===== src/rtl/page_walker_if.sv =====
// Request/response and page-table RAM signals shared between the core side,
// the translation controller and the page-table memory.
interface page_walker_if;
  logic        req_valid;
  logic        req_ready;
  logic [31:0] req_vaddr;
  logic        req_write;
  logic        resp_valid;
  logic [31:0] resp_paddr;
  logic        resp_fault;
  logic        resp_fault_level;
  logic        mem_re;
  logic [31:0] mem_addr;
  logic [31:0] mem_rdata;

  modport slave (
    input  req_valid, req_vaddr, req_write, mem_rdata,
    output req_ready, resp_valid, resp_paddr, resp_fault, resp_fault_level,
           mem_re, mem_addr
  );

  modport master (
    output req_valid, req_vaddr, req_write, mem_rdata,
    input  req_ready, resp_valid, resp_paddr, resp_fault, resp_fault_level,
           mem_re, mem_addr
  );
endinterface


===== src/rtl/page_walker.sv =====
// Sv32 translation controller: bare pass-through, a small fully-associative
// TLB, and a two-level page-table walker sequencing PTE reads on the RAM port.
module page_walker #(
  parameter int TLB_ENTRIES = 4
) (
  input  logic         clock,
  input  logic         RST,
  input  logic [31:0]  sptbr,
  input  logic         flush,
  page_walker_if.slave bus
);
  localparam int IDX_W = (TLB_ENTRIES > 1) ? $clog2(TLB_ENTRIES) : 1;
  localparam logic [IDX_W-1:0] LAST_IDX = IDX_W'(TLB_ENTRIES - 1);

  typedef enum logic [2:0] {
    IDLE   = 3'd0,
    L1_REQ = 3'd1,
    L1_CHK = 3'd2,
    L0_REQ = 3'd3,
    L0_CHK = 3'd4,
    DONE   = 3'd5
  } state_t;

  state_t           state_q, state_d;
  logic [31:0]      vaddr_q, vaddr_d;
  logic             write_q, write_d;
  logic             drop_fill_q, drop_fill_d;
  logic             mem_re_q, mem_re_d;
  logic [31:0]      mem_addr_q, mem_addr_d;
  logic             resp_valid_q, resp_valid_d;
  logic [31:0]      resp_paddr_q, resp_paddr_d;
  logic             resp_fault_q, resp_fault_d;
  logic             resp_level_q, resp_level_d;
  logic [TLB_ENTRIES-1:0] tlb_valid_q, tlb_valid_d;
  logic [TLB_ENTRIES-1:0] tlb_wr_ok_q, tlb_wr_ok_d;
  logic [19:0]      tlb_tag_q [TLB_ENTRIES];
  logic [19:0]      tlb_tag_d [TLB_ENTRIES];
  logic [19:0]      tlb_ppn_q [TLB_ENTRIES];
  logic [19:0]      tlb_ppn_d [TLB_ENTRIES];
  logic [IDX_W-1:0] victim_q, victim_d;

  logic             hit_s;
  logic [19:0]      hit_ppn_s;
  logic [31:0]      pte_s;
  logic             is_l1_s, leaf_s, pte_bad_s, perm_bad_s, misaligned_s;
  logic [31:0]      leaf_paddr_s;
  logic             unused_ok_s;

  // TLB lookup; a write needs wr_ok, and the lowest matching entry wins.
  always_comb begin
    logic match;
    hit_s     = 1'b0;
    hit_ppn_s = 20'h0;
    for (int i = 0; i < TLB_ENTRIES; i++) begin
      match     = tlb_valid_q[i] && (tlb_tag_q[i] == bus.req_vaddr[31:12]) &&
                  !(bus.req_write && !tlb_wr_ok_q[i]);
      hit_ppn_s = (match && !hit_s) ? tlb_ppn_q[i] : hit_ppn_s;
      hit_s     = hit_s | match;
    end
  end

  assign pte_s        = bus.mem_rdata;
  assign is_l1_s      = (state_q == L1_CHK);
  assign leaf_s       = pte_s[1] | pte_s[3];
  assign pte_bad_s    = !pte_s[0] || (!pte_s[1] && pte_s[2]);
  assign perm_bad_s   = !pte_s[6] || (write_q && (!pte_s[2] || !pte_s[7]));
  assign misaligned_s = is_l1_s && (pte_s[19:10] != 10'h0);
  assign leaf_paddr_s = is_l1_s ? {pte_s[29:20], vaddr_q[21:0]}
                                : {pte_s[29:10], vaddr_q[11:0]};
  assign unused_ok_s  = ^{sptbr[30:20], pte_s[31:30], pte_s[9:8], pte_s[5:4]};

  // Next-state, walk sequencing, response capture and TLB fill.
  always_comb begin
    state_d      = state_q;
    vaddr_d      = vaddr_q;
    write_d      = write_q;
    drop_fill_d  = drop_fill_q;
    mem_re_d     = 1'b0;
    mem_addr_d   = mem_addr_q;
    resp_valid_d = 1'b0;
    resp_paddr_d = resp_paddr_q;
    resp_fault_d = resp_fault_q;
    resp_level_d = resp_level_q;
    tlb_valid_d  = tlb_valid_q;
    tlb_wr_ok_d  = tlb_wr_ok_q;
    tlb_tag_d    = tlb_tag_q;
    tlb_ppn_d    = tlb_ppn_q;
    victim_d     = victim_q;
    case (state_q)
      IDLE: begin
        if (bus.req_valid) begin
          vaddr_d     = bus.req_vaddr;
          write_d     = bus.req_write;
          drop_fill_d = 1'b0;
          if (!sptbr[31]) begin
            state_d      = DONE;
            resp_valid_d = 1'b1;
            resp_paddr_d = bus.req_vaddr;
            resp_fault_d = 1'b0;
            resp_level_d = 1'b0;
          end else if (hit_s && !flush) begin
            state_d      = DONE;
            resp_valid_d = 1'b1;
            resp_paddr_d = {hit_ppn_s, bus.req_vaddr[11:0]};
            resp_fault_d = 1'b0;
            resp_level_d = 1'b0;
          end else begin
            state_d    = L1_REQ;
            mem_re_d   = 1'b1;
            mem_addr_d = {sptbr[19:0], bus.req_vaddr[31:22], 2'b00};
          end
        end else begin
          state_d = IDLE;
        end
      end
      L1_REQ: state_d = L1_CHK;
      L0_REQ: state_d = L0_CHK;
      L1_CHK, L0_CHK: begin
        if (pte_bad_s || (leaf_s && (perm_bad_s || misaligned_s)) ||
            (!leaf_s && !is_l1_s)) begin
          state_d      = DONE;
          resp_valid_d = 1'b1;
          resp_paddr_d = 32'h0;
          resp_fault_d = 1'b1;
          resp_level_d = is_l1_s;
        end else if (leaf_s) begin
          state_d      = DONE;
          resp_valid_d = 1'b1;
          resp_paddr_d = leaf_paddr_s;
          resp_fault_d = 1'b0;
          resp_level_d = 1'b0;
          if (!drop_fill_q && !flush) begin
            tlb_valid_d[victim_q] = 1'b1;
            tlb_wr_ok_d[victim_q] = pte_s[2] & pte_s[7];
            tlb_tag_d[victim_q]   = vaddr_q[31:12];
            tlb_ppn_d[victim_q]   = leaf_paddr_s[31:12];
            victim_d = (victim_q == LAST_IDX) ? '0 : victim_q + IDX_W'(1);
          end else begin
            victim_d = victim_q;
          end
        end else begin
          state_d    = L0_REQ;
          mem_re_d   = 1'b1;
          mem_addr_d = {pte_s[29:10], vaddr_q[21:12], 2'b00};
        end
      end
      DONE:    state_d = IDLE;
      default: state_d = IDLE;
    endcase
    // A flush during a walk suppresses that walk's fill.
    drop_fill_d = (flush && (state_q != IDLE)) ? 1'b1 : drop_fill_d;
    tlb_valid_d = flush ? '0 : tlb_valid_d;
    victim_d    = flush ? '0 : victim_d;
  end

  // State and output registers with synchronous reset.
  always_ff @(posedge clock) begin
    if (RST) begin
      state_q      <= IDLE;
      vaddr_q      <= 32'h0;
      write_q      <= 1'b0;
      drop_fill_q  <= 1'b0;
      mem_re_q     <= 1'b0;
      mem_addr_q   <= 32'h0;
      resp_valid_q <= 1'b0;
      resp_paddr_q <= 32'h0;
      resp_fault_q <= 1'b0;
      resp_level_q <= 1'b0;
      tlb_valid_q  <= '0;
      tlb_wr_ok_q  <= '0;
      victim_q     <= '0;
      for (int i = 0; i < TLB_ENTRIES; i++) begin
        tlb_tag_q[i] <= 20'h0;
        tlb_ppn_q[i] <= 20'h0;
      end
    end else begin
      state_q      <= state_d;
      vaddr_q      <= vaddr_d;
      write_q      <= write_d;
      drop_fill_q  <= drop_fill_d;
      mem_re_q     <= mem_re_d;
      mem_addr_q   <= mem_addr_d;
      resp_valid_q <= resp_valid_d;
      resp_paddr_q <= resp_paddr_d;
      resp_fault_q <= resp_fault_d;
      resp_level_q <= resp_level_d;
      tlb_valid_q  <= tlb_valid_d;
      tlb_wr_ok_q  <= tlb_wr_ok_d;
      victim_q     <= victim_d;
      tlb_tag_q    <= tlb_tag_d;
      tlb_ppn_q    <= tlb_ppn_d;
    end
  end

  assign bus.req_ready        = (state_q == IDLE);
  assign bus.resp_valid       = resp_valid_q;
  assign bus.resp_paddr       = resp_paddr_q;
  assign bus.resp_fault       = resp_fault_q;
  assign bus.resp_fault_level = resp_level_q;
  assign bus.mem_re           = mem_re_q;
  assign bus.mem_addr         = mem_addr_q;
endmodule


===== src/flat_wrapper.sv =====
// flat-port wrapper written by rule: the top's interface ports become plain ports
module page_walker_flat 
#(
  parameter int TLB_ENTRIES = 4
)
  (clock, RST, sptbr, flush, bus_req_valid, bus_req_vaddr, bus_req_write, bus_mem_rdata, bus_req_ready, bus_resp_valid, bus_resp_paddr, bus_resp_fault, bus_resp_fault_level, bus_mem_re, bus_mem_addr);
  page_walker_if bus_i ();
  input  logic clock;
  input  logic RST;
  input  logic [31:0] sptbr;
  input  logic flush;
  input wire logic [$bits(bus_i.req_valid)-1:0] bus_req_valid;
  input wire logic [$bits(bus_i.req_vaddr)-1:0] bus_req_vaddr;
  input wire logic [$bits(bus_i.req_write)-1:0] bus_req_write;
  input wire logic [$bits(bus_i.mem_rdata)-1:0] bus_mem_rdata;
  output wire logic [$bits(bus_i.req_ready)-1:0] bus_req_ready;
  output wire logic [$bits(bus_i.resp_valid)-1:0] bus_resp_valid;
  output wire logic [$bits(bus_i.resp_paddr)-1:0] bus_resp_paddr;
  output wire logic [$bits(bus_i.resp_fault)-1:0] bus_resp_fault;
  output wire logic [$bits(bus_i.resp_fault_level)-1:0] bus_resp_fault_level;
  output wire logic [$bits(bus_i.mem_re)-1:0] bus_mem_re;
  output wire logic [$bits(bus_i.mem_addr)-1:0] bus_mem_addr;
  assign bus_i.req_valid = bus_req_valid;
  assign bus_i.req_vaddr = bus_req_vaddr;
  assign bus_i.req_write = bus_req_write;
  assign bus_i.mem_rdata = bus_mem_rdata;
  assign bus_req_ready = bus_i.req_ready;
  assign bus_resp_valid = bus_i.resp_valid;
  assign bus_resp_paddr = bus_i.resp_paddr;
  assign bus_resp_fault = bus_i.resp_fault;
  assign bus_resp_fault_level = bus_i.resp_fault_level;
  assign bus_mem_re = bus_i.mem_re;
  assign bus_mem_addr = bus_i.mem_addr;
  page_walker #(.TLB_ENTRIES(TLB_ENTRIES)) u_core (.clock(clock), .RST(RST), .sptbr(sptbr), .flush(flush), .bus(bus_i));
endmodule

===== config.mk =====
export PLATFORM = sky130hd
export DESIGN_NAME = page_walker_flat
export DESIGN_NICKNAME = d
export VERILOG_FILES = /design/src/rtl/page_walker_if.sv /design/src/rtl/page_walker.sv /design/src/flat_wrapper.sv
export SDC_FILE = /design/constraint.sdc
export NUM_CORES = 1
export LEC_CHECK = 0
export CAP_MARGIN = 20
export CORE_MARGIN = 4
export CORE_UTILIZATION = 55
export CTS_CLUSTER_DIAMETER = 80
export DETAILED_ROUTE_END_ITERATION = 10
export MAX_ROUTING_LAYER = met4
export PLACE_DENSITY = 0.8
export SLEW_MARGIN = 20
export SYNTH_ARGS = -nofsm -noshare
export SYNTH_HDL_FRONTEND = slang
export SYNTH_SLANG_ARGS = --single-unit
export TNS_END_PERCENT = 5

===== constraint.sdc =====
create_clock -name clock -period 3.7 [get_ports clock]
set_input_delay 0.74 -clock clock [delete_from_list [all_inputs] [get_ports clock]]
set_output_delay 0.74 -clock clock [all_outputs]
set_load 0.05 [all_outputs]

==> results.json <==
{
  "status": "complete, no violations",
  "ios": 170,
  "final_cell_mix": "nand2_1, dfxtp_1, a21oi_1",
  "avgSynthCellArea_sq_um": 7.97,
  "use_met2_pct": 52.5,
  "p_total_mw": 7.73,
  "min_path_cells": 2,
  "core_area_sq_um": 22000,
  "path_max_fanout": 4,
  "cts_buffers": 28,
  "drt_wl_total_um": 41200,
  "grt_max_degree": 85,
  "place_congestion": 0.980,
  "crit_family": "buffers and inverters",
  "cts.sinks": 273,
  "synthDistinctLibCells": 55,
  "cts_tree": "done",
  "slowest_stage": "clkdlybuf4s50_1",
  "wire_per_inst_um": 20.3,
  "pwr-share-comb_pct": 20.2,
  "area_growth_pct": 28.0,
  "initialDrtViolationCount": 1502,
  "ys.flop_type": "dfxtp_1",
  "cp-start-kind": "input pin",
  "drive_gt1_share_pct": 12.8,
  "critical_path_buf_inv_count": 5,
  "hold_path_end": "u_core.tlb_ppn_q[56]",
  "tns_ps": 0,
  "rr_worst_depth": 8,
  "cp.arrival_ps": 3850,
  "p_int_mw": 5.39,
  "ctsResizeCount": 0,
  "hp-class": "flop to flop",
  "relSlewSlack_pct": 34.1,
  "clock_power_share_pct": 38.2,
  "use_met1_pct": 41.4,
  "grt_pass1_vias": 11724,
  "port_buffers": 150,
  "seqPwrFrac_pct": 41.5,
  "drv_slew": 0,
  "synth_warnings": 0,
  "viasPerCell": 6.09,
  "hold_buffers": 0,
  "firstDrtPassIters": 5,
  "hp-start": "u_core.tlb_ppn_q[56]",
  "dpl.hpwl_um": 28100,
  "syn_inst": 1548,
  "critPathCaptureType": "flop",
  "cp.required_ps": 4150,
  "syn-cell-area_sq_um": 12300,
  "power_density_nw_per_um2": 489,
  "h-tree-depth": 1,
  "hold_ws_ps": 453,
  "busiest_layer": "met2",
  "tightestPinTransition_ps": 984,
  "dieArea_sq_um": 24900,
  "path_clk_slew_ps": 60,
  "rr_startpoint": "u_core.state_q[1]",
  "diodes": 0,
  "drc_errors": 0,
  "grt_antenna_before_repair": 0,
  "final_common_cell": "nand2_1",
  "cellLeakagePower_nw": 5.43,
  "cts_setup_buffers": 0,
  "clock_latency_ps": 540,
  "ir_drop_mv": 0.321,
  "cts_buffer_depth": 3,
  "p_sw_share_pct": 30.3,
  "period_share_pct": 91.8,
  "use_met3_pct": 6.29,
  "fmax_ghz": 0.294,
  "hold_violations": 0,
  "num_rows": 54,
  "switching_power_mw": 2.34,
  "crit_chain": "clkdlybuf4s50_1, xnor2_1, nand4_1, buf_4, nor4_1, buf_4, nand2_1, nor3_1, buf_4, o31ai_1, buf_4, a31o_2, a311oi_1",
  "worstReg2RegEnd": "u_core.tlb_ppn_q[20]",
  "r2r_setup_slack_ps": 590,
  "synth_edf_count": 0,
  "finClkSkew_ps": 7.93,
  "antenna_left": 0,
  "vias": 12363,
  "crit_path_frequent_cell": "buf_4",
  "grtUsageTotal_pct": 33.2,
  "grt_overflow": 0,
  "drv_cap": 0,
  "cts_root_buf": "clkbuf_16",
  "path_class": "input pin to flop",
  "final.min_clock_period_ps": 3400,
  "setup-violations-final": 0,
  "nets": 1834,
  "grt_pass1_wl_um": 63800,
  "yosysSeqAreaShare_pct": 44.3,
  "start_util_pct": 56.2,
  "chipWidth_um": 158,
  "rsz0062_at_grt": "no",
  "final_cells": 2030,
  "max_stage_delay_ps": 540,
  "synth-seq-cells": 273,
  "dp_cells": 1979,
  "die_y_um": 158,
  "async_flop_share_pct": 0
}
==> flip-flops by register name, summed over array words and instances (netlist names) <==
register                     count
u_core.bus.mem_addr             30
u_core.bus.mem_re                1
u_core.bus.resp_fault            1
u_core.bus.resp_fault_level      1
u_core.bus.resp_paddr           32
u_core.bus.resp_valid            1
u_core.drop_fill_q               1
u_core.state_q                   3
u_core.tlb_ppn_q                80
u_core.tlb_tag_q                80
u_core.tlb_valid_q               4
u_core.tlb_wr_ok_q               4
u_core.vaddr_q                  32
u_core.victim_q                  2
u_core.write_q                   1
==> per-stage QoR <==
step                setup WS, ps  utilization, %  area [sq um]
floorplan                    544               -         12300
global placement            -141            67.5         14800
detailed placement          -235            67.5         14800
CTS                          344            71.9         15800
global route                 191            71.9         15800
finish                       302            71.9         15800
==> cell families (layout without fill, tap and decap cells) <==
| family | Yosys count | count (layout) | synth area share [%] |
|---|---|---|---|
| AO/OA/AOI/OAI | 362 | 362 | 19.8 |
| multiplexers | 12 | 12 | 0.974 |
| flip-flops | 273 | 273 | 44.3 |
| AND/OR/NAND/NOR | 666 | 666 | 23.1 |
| other | 1 | 2 | 0.0304 |
| buffers and inverters | 149 | 350 | 5.64 |
| XOR/XNOR | 81 | 81 | 5.75 |
| adder cells (fa/ha/maj) | 4 | 4 | 0.406 |
==> synthesized netlist by cell type (21+ instances only) <==
master | number | share of area [%]
xnor2_1 | 76 | 5.4
a311oi_1 | 60 | 4.3
nor2_1 | 112 | 3.4
buf_2 | 22 | 0.89
a211oi_1 | 43 | 2.6
buf_4 | 21 | 1.3
dfxtp_1 | 273 | 44
nand4_1 | 27 | 1.4
nand3_1 | 28 | 1.1
a21oi_1 | 162 | 6.6
o21ai_0 | 24 | 0.97
nand2_1 | 427 | 13
clkbuf_1 | 91 | 2.8
==> power groups by stage <==
stage               clock [mW]  sequential, mW  combinational, mW
floorplan                    0            3.57              0.598
global placement             0            3.26               1.51
detailed placement           0            3.27               1.54
CTS                       2.96            3.20               1.55
global route              3.09            3.22               1.66
finish                    2.96            3.21               1.56
==> how the worst max path moves through the flow <==
stage	slack, ps	cells after the start	start	to
finish	300	13	bus_req_vaddr[14]	u_core.bus.resp_paddr[28]
floorplan	540	9	bus_req_vaddr[22]	u_core.bus.resp_paddr[12]
global placement	-140	10	bus_req_vaddr[22]	u_core.bus.resp_paddr[12]
CTS	340	13	bus_req_vaddr[14]	u_core.bus.resp_paddr[28]
global route	190	13	bus_req_vaddr[14]	u_core.bus.resp_paddr[28]
detailed placement	-240	13	bus_req_vaddr[14]	u_core.bus.resp_paddr[28]
==> worst register-to-register path: stages, from the launching register on <==
cell      delay (ps)
dfxtp_1          430
nor3b_2          840
nand3b_1         300
a21oi_4          230
nor4b_4          410
and2_2           300
buf_12           210
nor2_1            60
a211oi_1         230
==> final cells by class <==
cell class | instances | area [sq um]
multi-input combinational | 1127 | 6220
timing repair buffer | 289 | 2750
fill | 1625 | 6160
clock inverter | 19 | 210
tap | 280 | 350
sequential | 273 | 5470
clock buffer | 32 | 757
inverter | 10 | 37.5
==> routing by layer <==
metal / vias to the layer above / routed length (um)
met5: - / 0
met4: 0 / 2340
met3: 180 / 4290
met2: 697 / 18800
met1: 5789 / 15900
li1: 5697 / -
(Power assumes the default switching activity.)
